`src/rtl/fmap_stream_pkg.sv`:
```
// Shared types and constants for the feature-map pixel-vector stream.
package fmap_stream_pkg;

  localparam int DATA_W     = 64;
  localparam int LANES      = 8;
  localparam int LANE_SHIFT = $clog2(LANES);

  typedef enum logic [1:0] {
    ST_IDLE,
    ST_RUN,
    ST_DRAIN,
    ST_DONE
  } stream_state_t;

  typedef struct packed {
    logic pad;
  } beat_tag_t;

  function automatic logic [31:0] groups_of(input logic [15:0] channels);
    return 32'(channels >> LANE_SHIFT);
  endfunction

endpackage

```
`src/rtl/stream_skid_fifo.sv`:
```
// Two-entry skid FIFO with head-of-queue output; shared by the feature-map
// producer and the conv output side.
module stream_skid_fifo #(
  parameter int W = 64
) (
  input  logic         clk,
  input  logic         rst_n,
  input  logic         wr,
  input  logic [W-1:0] wdata,
  input  logic         rd,
  output logic [1:0]   count,
  output logic [W-1:0] head
);

  logic [W-1:0] mem_q [2];
  logic [W-1:0] mem_d [2];
  logic         wptr_q, wptr_d;
  logic         rptr_q, rptr_d;
  logic [1:0]   count_q, count_d;
  logic         do_wr, do_rd;

  always_comb begin
    do_rd   = rd && (count_q != 2'd0);
    // A full FIFO still accepts a write when the head leaves in the same cycle.
    do_wr   = wr && ((count_q != 2'd2) || do_rd);
    mem_d   = mem_q;
    wptr_d  = wptr_q;
    rptr_d  = rptr_q;
    if (do_wr) begin
      mem_d[wptr_q] = wdata;
      wptr_d        = ~wptr_q;
    end
    if (do_rd) begin
      rptr_d = ~rptr_q;
    end
    count_d = count_q + 2'(do_wr) - 2'(do_rd);
  end

  always_ff @(posedge clk or negedge rst_n) begin
    if (!rst_n) begin
      mem_q   <= '{default: '0};
      wptr_q  <= 1'b0;
      rptr_q  <= 1'b0;
      count_q <= '0;
    end else begin
      mem_q   <= mem_d;
      wptr_q  <= wptr_d;
      rptr_q  <= rptr_d;
      count_q <= count_d;
    end
  end

  assign count = count_q;
  assign head  = mem_q[rptr_q];

endmodule

```
`src/rtl/fmap_pad_streamer.sv`:
```
// Streams an unpadded feature map from buffer memory in window order
// (row, column, channel group), inserting a one-pixel zero border in-stream.
module fmap_pad_streamer
  import fmap_stream_pkg::*;
#(
  parameter int ADDR_W = 16,
  parameter int DATA_W = fmap_stream_pkg::DATA_W
) (
  input  logic              clk,
  input  logic              rst_n,
  input  logic              start,
  input  logic [15:0]       in_channels,
  input  logic [15:0]       img_width,
  input  logic [15:0]       img_height,
  input  logic [ADDR_W-1:0] base_addr,
  output logic              mem_rd_en,
  output logic [ADDR_W-1:0] mem_addr,
  input  logic [DATA_W-1:0] mem_rdata,
  input  logic              stall,
  output logic [DATA_W-1:0] pixel_out,
  output logic              data_valid,
  output logic              busy,
  output logic              done
);

  stream_state_t     state_q, state_d;
  logic [31:0]       grps_q, grps_d;
  logic [31:0]       pw_q, pw_d;
  logic [31:0]       ph_q, ph_d;
  logic [31:0]       row_q, row_d;
  logic [31:0]       col_q, col_d;
  logic [31:0]       grp_q, grp_d;
  logic [ADDR_W-1:0] rd_ptr_q, rd_ptr_d;
  logic              stg_vld_q, stg_vld_d;
  beat_tag_t         stg_tag_q, stg_tag_d;
  logic              busy_q, busy_d;
  logic              done_q, done_d;

  logic [1:0]        fifo_cnt;
  logic [DATA_W-1:0] fifo_head;
  logic [DATA_W-1:0] fifo_wdata;
  logic              fifo_pop;
  logic [31:0]       occ;
  logic [31:0]       start_grps;
  logic              issue, is_pad, is_last;

  stream_skid_fifo #(
    .W (DATA_W)
  ) u_fifo (
    .clk   (clk),
    .rst_n (rst_n),
    .wr    (stg_vld_q),
    .wdata (fifo_wdata),
    .rd    (fifo_pop),
    .count (fifo_cnt),
    .head  (fifo_head)
  );

  always_comb begin
    fifo_pop   = (fifo_cnt != 2'd0) && !stall;
    fifo_wdata = stg_tag_q.pad ? '0 : mem_rdata;
    // Occupancy is counted after this cycle's pop so unstalled flow sustains
    // one beat per cycle while still never overfilling the two entries.
    occ        = 32'(fifo_cnt) + 32'(stg_vld_q) - 32'(fifo_pop);
    issue      = (state_q == ST_RUN) && (occ < 32'd2);
    is_pad     = (row_q == 32'd0) || (row_q == ph_q - 32'd1) ||
                 (col_q == 32'd0) || (col_q == pw_q - 32'd1);
    is_last    = (row_q == ph_q - 32'd1) && (col_q == pw_q - 32'd1) &&
                 (grp_q == grps_q - 32'd1);
    start_grps = groups_of(in_channels);

    state_d       = state_q;
    grps_d        = grps_q;
    pw_d          = pw_q;
    ph_d          = ph_q;
    row_d         = row_q;
    col_d         = col_q;
    grp_d         = grp_q;
    rd_ptr_d      = rd_ptr_q;
    busy_d        = busy_q;
    done_d        = 1'b0;
    stg_vld_d     = issue;
    stg_tag_d     = '0;
    stg_tag_d.pad = is_pad;

    case (state_q)
      ST_IDLE: begin
        if (start) begin
          if ((start_grps == 32'd0) || (img_width == 16'd0) || (img_height == 16'd0)) begin
            state_d = ST_DONE;
            done_d  = 1'b1;
          end else begin
            grps_d   = start_grps;
            pw_d     = 32'(img_width) + 32'd2;
            ph_d     = 32'(img_height) + 32'd2;
            row_d    = '0;
            col_d    = '0;
            grp_d    = '0;
            rd_ptr_d = base_addr;
            busy_d   = 1'b1;
            state_d  = ST_RUN;
          end
        end
      end
      ST_RUN: begin
        if (issue) begin
          if (!is_pad) begin
            rd_ptr_d = rd_ptr_q + ADDR_W'(1);
          end
          if (grp_q == grps_q - 32'd1) begin
            grp_d = '0;
            if (col_q == pw_q - 32'd1) begin
              col_d = '0;
              row_d = row_q + 32'd1;
            end else begin
              col_d = col_q + 32'd1;
            end
          end else begin
            grp_d = grp_q + 32'd1;
          end
          if (is_last) begin
            state_d = ST_DRAIN;
          end
        end
      end
      ST_DRAIN: begin
        if (!stg_vld_q && ((fifo_cnt == 2'd0) || ((fifo_cnt == 2'd1) && fifo_pop))) begin
          state_d = ST_DONE;
          done_d  = 1'b1;
          busy_d  = 1'b0;
        end
      end
      ST_DONE: begin
        state_d = ST_IDLE;
      end
      default: begin
        state_d = ST_IDLE;
      end
    endcase
  end

  always_ff @(posedge clk or negedge rst_n) begin
    if (!rst_n) begin
      state_q   <= ST_IDLE;
      grps_q    <= '0;
      pw_q      <= '0;
      ph_q      <= '0;
      row_q     <= '0;
      col_q     <= '0;
      grp_q     <= '0;
      rd_ptr_q  <= '0;
      stg_vld_q <= 1'b0;
      stg_tag_q <= '0;
      busy_q    <= 1'b0;
      done_q    <= 1'b0;
    end else begin
      state_q   <= state_d;
      grps_q    <= grps_d;
      pw_q      <= pw_d;
      ph_q      <= ph_d;
      row_q     <= row_d;
      col_q     <= col_d;
      grp_q     <= grp_d;
      rd_ptr_q  <= rd_ptr_d;
      stg_vld_q <= stg_vld_d;
      stg_tag_q <= stg_tag_d;
      busy_q    <= busy_d;
      done_q    <= done_d;
    end
  end

  assign mem_rd_en  = issue && !is_pad;
  assign mem_addr   = rd_ptr_q;
  assign data_valid = fifo_pop;
  assign pixel_out  = fifo_head;
  assign busy       = busy_q;
  assign done       = done_q;

endmodule

```
`config.mk`:
```
export PLATFORM = sky130hd
export DESIGN_NAME = fmap_pad_streamer
export DESIGN_NICKNAME = d
export VERILOG_FILES = /design/src/rtl/fmap_stream_pkg.sv /design/src/rtl/stream_skid_fifo.sv /design/src/rtl/fmap_pad_streamer.sv
export SDC_FILE = /design/constraint.sdc
export NUM_CORES = 1
export LEC_CHECK = 0
export ABC_AREA = 1
export ABC_CLOCK_PERIOD_IN_PS = 3200
export CORE_MARGIN = 2
export CORE_UTILIZATION = 26
export CTS_BUF_LIST = sky130_fd_sc_hd__clkbuf_8
export DETAILED_ROUTE_END_ITERATION = 7
export GPL_TIMING_DRIVEN = 1
export PLACE_DENSITY = 0.46
export SYNTH_ARGS = -nofsm -noshare
export SYNTH_HDL_FRONTEND = slang
export SYNTH_HIERARCHICAL = 1
export SYNTH_SLANG_ARGS = --single-unit
```
`constraint.sdc`:
```
create_clock -name clk -period 3.2 [get_ports clk]
set_input_delay 0.64 -clock clk [delete_from_list [all_inputs] [get_ports clk]]
set_output_delay 0.64 -clock clk [all_outputs]
set_load 0.005 [all_outputs]
```
==> results by group, run 1 <==
Run status
  – Outcome: complete, but fails checks
  – Failing checks: negative setup slack

Timing
  – Fraction of the cycle the final worst path needs: 110%
  – Final worst slack: -0.321 ns
  – Final Hold Fails: 0
  – Worst-margin pin slew: 1.11 ns
  – Setup Skew: 0.0605 ns
  – FMAX: between 200 and 300 MHz
  – RSZ-0062 raised after global routing: true
  – Final setup TNS: -0.321 ns
  – Final worst path period need: between 3 and 4 ns
  – Final Slew Violations: 0
  – Final Setup Violations: 1
  – Max-slew headroom: 26.2%

Routing
  – Met3 Wirelength: 3260 um
  – Metal2 WL: 30100 um
  – Initial DRT Pass Iterations: 5
  – DR iter-0 viols: 1384
  – Wl on met1: 32900 um
  – Total length of routed wires: roughly 68000 um
  – Routed vias: roughly 20000
  – DR DRC count: 0
  – Top Metal Used: met4
  – Final ANT Viol Nets: 0
  – Wirelength per Cell: approximately 16 um
  – Via-to-Cell Ratio: 4.62

Setup path
  – CP required: 2.56 ns
  – Reg-to-Reg End: row_q[24]
  – Setup crit end: mem_rd_en
  – Reg2reg path depth: 19
  – WP data arrival: 2.88 ns
  – R2r setup slk: around 0.2 ns
  – CP Launch Type: flip-flop
  – Setup crit end kind: primary output
  – Critical-path maximum fanout: 6
  – Crit path kind: flip-flop to primary output
  – FF-to-FF Start: u_fifo/count[1]
  – Critical Path Source: pw_q[0]

Layout
  – Syn-to-layout area delta: 29.8%
  – Layout cells sized above 1: 12.6%
  – Fillers: 8228
  – Post-route cell area: approximately 25000 um2
  – Nets: 3364

Clock network
  – Num CTS Buffers: between 50 and 60
  – Clk buf depth: 3
  – Worst-Skew Late Latency: about 0.71 ns
  – TritonCTS clock tree: done
  – Clock sink count: between 200 and 300
  – Root cell of the clock tree: clkbuf_8
  – H-tree Lvls: 2
  – CTS clk-pin slew, worst paths: roughly 0.060 ns

Synth
  – Syn nets: 3032
  – Post-synth cell types: a little under 50
  – Post-Synthesis Cells: roughly 2900
  – Avg Cell Area, Syn: slightly below 7 um2
  – YS warnings: 6
  – Sequential area share after synthesis: between 30% and 40%
  – Post-Syn Area: 19600 um2
  – #FFs+latches synth: 297

Min path
  – Hold Crit Class: flip-flop to flip-flop
  – Hold Path Stages: 2

Power and ir drop
  – Worst vdd ir: ~0.58 mV
  – Power Total: between 15 and 20 mW
  – Internal power: around 11 mW
  – Logic pwr share: between 50% and 60%
  – Sw Pwr: roughly 9 mW
  – Leakage: between 10 and 15 nW
  – Pwr/cell area: slightly below 800 nW/um2
  – Seq pwr share: 28.7%
  – Clock Power Share: 20.6%
  – Sw frac: between 40% and 50%

GRT
  – First-pass GRT wire length: 107000 um
  – Vias in the first global route: a little under 20000
  – Global route overflow: 0
  – Initial antenna violation count: 1
  – Largest net degree at the start of global routing: 98
  – All-Layer GR Usage: between 10% and 20%

Placed design
  – DP Area: approximately 24000 um2
  – PortBufs: 212
  – Placer Congestion: ~0.89
  – DP HPWL: ~48000 um

Die
  – Die X-Extent: roughly 280 um
  – I/O pin count: about 220
  – Core ar.: around 75000 um2
  – Initial Util: roughly a quarter
  – Die Y: approximately 280 um
  – # rows: 100
  – Die ar.: ~78000 um2

Flow run
  – Number of max-cap violations: 0
==> synth_stat cells, drive strengths merged <==
library cell,n,area (um2)
nand2,1075,4090
nor2,324,1280
dfrtp,297,7430
inv,266,998
nand3,193,1030
nand4,173,1090
o21ai,105,612
xor2,95,832
buf,91,529
nor3,69,350
clkbuf,43,163
nor4,41,257
xnor2,27,236
ha,19,238
or2,17,106
a21oi,12,67.6
nand3b,5,37.5
nor3b,4,30.0
xnor3,4,90.1
o22ai,3,18.8
o31ai,3,22.5
a22o,2,17.5
a31oi,2,12.5
and3,2,12.5
clkinv,2,7.51
a211oi,1,7.51
a41oi,1,8.76
fa,1,20.0
nand2b,1,6.26
o211ai,1,7.51
o2bb2ai,1,8.76
==> cells by family (layout without fill, tap and decap cells) <==
logic type / count (synthesis) / after routing / synth area share [%]
flops: 297 / 297 / 37.9
buf+inv: 402 / 781 / 8.66
simple gates: 1904 / 1904 / 42.2
other cells: 0 / 2 / 0
fa+ha+maj: 20 / 20 / 1.31
compound gates: 131 / 131 / 3.99
xor+xnor: 126 / 126 / 5.91
==> final cells by class <==
type	count	area [um2]	share of cell area [%]
multi-input combinational	2181	10700	42.1
clock inverter	32	194	0.762
timing repair buffer	405	3850	15.1
inverter	268	1010	3.95
antenna	2	5.00	0.0197
clock buffer	76	1050	4.11
sequential	297	7440	29.2
tap	969	1210	4.76
==> layer usage <==
layer / GRT usage [%] / vias to the layer above
met3: 2.55 / 88
met2: 27.2 / 422
met4: 4.23 / 0
met1: 24.4 / 9129
li1: - / 9912
met5: 0 / -
==> stage by stage <==
stage	util [%]	worst slack, ns	std cells	hold slack, ns
finish	34.1	-0.321	4230	0.468
global route	34.1	-0.533	4230	0.485
CTS	33.8	-0.384	4219	0.473
detailed placement	32.0	-0.672	4107	0.458
global placement	32.0	-0.611	4107	0.453
floorplan	-	0.0261	2880	0.344
==> worst max-delay path: stages (launching register included) <==
cell,delay [ns]
dfrtp_1,0.39
inv_2,0.08
ha_4,0.16
nand3_4,0.08
nor2_4,0.25
buf_12,0.14
nand3_2,0.08
nand3_1,0.15
nand2_1,0.08
nand3b_1,0.20
nor2_4,0.15
nand3_4,0.13
nand3_4,0.11
nor3_4,0.05
buf_6,0.13
==> cells in the final DEF (no fill, tap or decap), types with 8 or more instances in the layout <==
cell / instances
buf_6: 11
or2_2: 15
xor2_1: 95
nor4_1: 41
inv_2: 10
clkdlybuf4s50_1: 210
dfrtp_1: 293
nor3_1: 65
a21oi_1: 9
o21ai_2: 26
nand2_2: 22
inv_1: 282
buf_12: 14
xnor2_1: 27
nand2_1: 1048
nor2_2: 19
nand3_2: 8
buf_4: 165
nand3_1: 180
nor2_4: 9
nand4_1: 172
nor2_1: 296
o21ai_1: 13
clkbuf_8: 76
o21ai_0: 66
ha_1: 15
==> sequential cells by signal, summed over array words and instances (netlist names), 2 cells and up <==
name / count
row_q: 32
state_q: 2
u_fifo/mem_q: 128
mem_addr: 16
u_fifo/count: 2
col_q: 32
pw_q: 17
grps_q: 13
ph_q: 17
grp_q: 32
==> repair_timing <==
item,CTS,global route
setup buffers,3,6
hold buffers,1,0
pin swaps,14,20
setup endpoints to repair,35,93
endpoints found under the hold margin,13,0
gates resized for setup,32,38
gates cloned,0,3
==> worst min path at each step <==
| stage | start | to | slack (ns) |
|---|---|---|---|
| after floorplan | rst_n | busy | 0.34 |
| after global placement | u_fifo/mem_q[32] | u_fifo/mem_q[32] | 0.45 |
| after detailed placement | u_fifo/mem_q[106] | u_fifo/mem_q[106] | 0.46 |
| after CTS | u_fifo/mem_q[88] | u_fifo/mem_q[88] | 0.47 |
| after global routing | u_fifo/mem_q[12] | u_fifo/mem_q[12] | 0.48 |
| final | u_fifo/mem_q[59] | u_fifo/mem_q[59] | 0.47 |
==> power groups by stage <==
stage	Combinational (mW)	Clock [mW]	Sequential, mW
finish	10.1	4.09	5.72
global route	11.2	4.45	5.87
CTS	9.74	4.27	5.72
detailed placement	9.61	0	5.77
global placement	9.60	0	5.75
floorplan	5.68	0	5.44
No activity file was read; power rests on OpenSTA's default activity.
==> inputs of run 2 (changes only) <==
Settings changed: ABC_CLOCK_PERIOD_IN_PS 3200 to 4400, CORE_ASPECT_RATIO from default to 1.2, PLACE_DENSITY 0.46 to 0.45, SLEW_MARGIN from default to 20.
Clock period 3.2 ns to 4.4 ns, I/O delays scaled along.
==> run 2 against run 1 <==
  * The run now ends clean
  * Register-to-register slack better by 0.84 ns
  * Wire length down 3.3%
  * Setup slack better by 0.70 ns
==> results by group, run 2 (same netlist as run 1, synthesis figures left out) <==
Run status
  – Outcome: finished clean

Power and ir drop
  – Worst vdd ir: 0.343 mV (-40%)
  – Internal power: 7.11 mW (-36%)
  – Pwr/cell area: 550 nW/um2 (-30%)
  – Logic pwr share: 47.2% (-3.5 points)
  – Clock Power Share: 21.2% (+0.6 points)
  – Seq pwr share: 31.6% (+2.9 points)
  – Power Total: 13.1 mW (-34%)
  – Leakage: 11.5 nW (-7.4%)
  – Sw Pwr: 6.04 mW (-32%)
  – Sw frac: 45.9% (+1.3 points)

Setup path
  – Setup crit end kind: primary output
  – CP Launch Type: flip-flop
  – CP required: 3.52 ns (+0.96 ns)
  – WP data arrival: 3.14 ns (+0.26 ns)
  – Crit path kind: flip-flop to primary output
  – Critical-path maximum fanout: 6 (unchanged)

Timing
  – FMAX: ~250 MHz
  – RSZ-0062 raised after global routing: false
  – Final Hold Fails: 0 (unchanged)
  – Final Slew Violations: 0 (unchanged)
  – Worst hold slack: 0.270 ns (-0.198 ns)
  – Worst-margin pin slew: 1.02 ns (-0.0902 ns)
  – Max-slew headroom: 32.2% (+6.0 points)
  – Fraction of the cycle the final worst path needs: 91.3%
  – Final worst slack: 0.381 ns (+0.702 ns)
  – Final Setup Violations: 0 (-1)
  – Final worst path period need: ~4 ns
  – Setup Skew: 0.0281 ns (-0.0324 ns)
  – Final setup TNS: 0 ns (+0.321 ns)

GRT
  – All-Layer GR Usage: 16.9% (-0.29 points)
  – Vias in the first global route: 19000 (-1.2%)
  – Initial antenna violation count: 1 (unchanged)
  – Global route overflow: 0 (unchanged)
  – First-pass GRT wire length: 105000 um (-1.8%)
  – Largest net degree at the start of global routing: 97 (-1.0%)

Die
  – I/O pin count: 216 (unchanged)
  – # rows: 110 (+10%)
  – Initial Util: 26.2% (-0.11 points)
  – Die ar.: 77600 um2 (about the same)
  – Core ar.: 74900 um2 (+0.40%)
  – Die X-Extent: 255 um (-8.6%)
  – Die Y: 305 um (+9.4%)

Layout
  – Final Core Density: 31.9% (-2.2 points)
  – Layout cells sized above 1: 6.98% (-5.6 points)
  – Most common cell after layout, fill and taps aside: nand2_1
  – Most flops, register: u_fifo/mem_q
  – Nets: 3210 (-4.6%)
  – Syn-to-layout area delta: 21.8%
  – Largest register FFs: 128 (unchanged)
  – Commonest cells after routing, fill and taps aside: 1057 x nand2_1, 308 x nor2_1, 293 x dfrtp_1

Routing
  – DR DRC count: 0 (unchanged)
  – Via-to-Cell Ratio: 4.59 (-0.60%)
  – Final ANT Viol Nets: 0 (unchanged)
  – Wirelength per Cell: 15.9 um (-0.29%)
  – DR iter-0 viols: 1323 (-4.4%)
  – Total length of routed wires: 65400 um (-3.3%)
  – Routed vias: 18800 (-3.6%)
  – Initial DRT Pass Iterations: 5 (unchanged)

Placed design
  – PortBufs: 212 (unchanged)
  – DP HPWL: 45200 um (-5.4%)
  – Placer Congestion: 0.862 (-3.6%)
  – Worst slack, placed: 0.0136 ns (+0.685 ns)

Min path
  – Hold Crit Class: input pin to asynchronous set/reset pin

Clock network
  – TritonCTS clock tree: done
  – Clock sink count: 297 (unchanged)
  – Root cell of the clock tree: clkbuf_8
  – Worst-Skew Late Latency: 0.66 ns (-0.05 ns)
  – H-tree Lvls: 2 (unchanged)
  – Num CTS Buffers: 58 (-1.7%)
  – CTS clk-pin slew, worst paths: 0.06 ns (about the same)
  – Clk buf depth: 3 (unchanged)

Flow run
  – Number of max-cap violations: 0 (unchanged)
[run 2: changes by cell type in the layout (fill, tap and decap cells not counted), sizes merged]
| cell | before | now |
|---|---|---|
| buf | 192 | 41 |
| clkinv | 4 | 6 |
| dlygate4sd3 | 1 | 0 |
| inv | 295 | 287 |
| bufinv | 1 | 2 |
| diode | 2 | 1 |
| clkbuf | 78 | 69 |
[run 2: area by class of cell]
cell class / count / area, um2
Antenna cell: 1 / 2.50
Clock buffer: 68 / 936
Clock inverter: 27 / 171
Fill cell: 8364 / 51000
Inverter: 268 / 1010
Multi-Input combinational cell: 2181 / 10500
Sequential cell: 297 / 7440
Tap cell: 1008 / 1260
Timing Repair Buffer: 252 / 2550
[run 2: routing by layer]
metal | up-vias | track usage [%] | wire length [um] | share of wire (%)
met5 | - | 0 | 0 | 0
met4 | 0 | 4.68 | 1630 | 2.5
met3 | 109 | 2.87 | 3300 | 5.1
met2 | 431 | 28.4 | 30600 | 47
met1 | 8739 | 22.1 | 29900 | 46
li1 | 9567 | - | - | -
[run 2: power groups by stage]
stage / clock network (mW) / logic, mW / registers (mW)
floorplan: 0 / 4.13 / 3.95
global placement: 0 / 6.27 / 4.20
detailed placement: 0 / 6.29 / 4.20
CTS: 2.93 / 6.31 / 4.16
global route: 3.05 / 7.01 / 4.28
finish: 2.79 / 6.21 / 4.15
[run 2: worst max-delay path: stages, from the launching register on]
cell	delay, ns
dfrtp_1	0.38
inv_1	0.16
ha_1	0.23
nand2_1	0.13
nor2_4	0.19
nand3_2	0.12
or2_2	0.29
nand3_1	0.09
nor2_1	0.05
nand2_1	0.05
nor2_1	0.04
nand3_1	0.18
nand3_2	0.16
nor3_2	0.18
clkbuf_2	0.20
[run 2: final timing paths]
path | startpoint | to | slack (ns) | depth (start not counted)
setup / recovery | ph_q[0] | mem_rd_en | 0.38 | 14
hold / removal | rst_n | u_fifo/mem_q[10] | 0.27 | 1
setup reg to reg | u_fifo/count[1] | row_q[27] | 1.04 | 19
hold reg to reg | u_fifo/mem_q[24] | u_fifo/mem_q[24] | 0.47 | 2
max in group asynchronous | rst_n | stg_tag_q | 3.16 | 2
min in group clk | u_fifo/mem_q[24] | u_fifo/mem_q[24] | 0.47 | 2
[run 2: stage by stage]
step	area, um2	std cells
finish	23900	4102
global route	23900	4102
CTS	23900	4098
detailed placement	22700	4003
global placement	22700	4003
floorplan	19600	2880
[run 2: timing repair]
item,in CTS,in global routing
setup endpoints to repair,1,1
pin swaps,0,1
hold buffers,0,0
gates resized for setup,2,3
buffers inserted,0,3
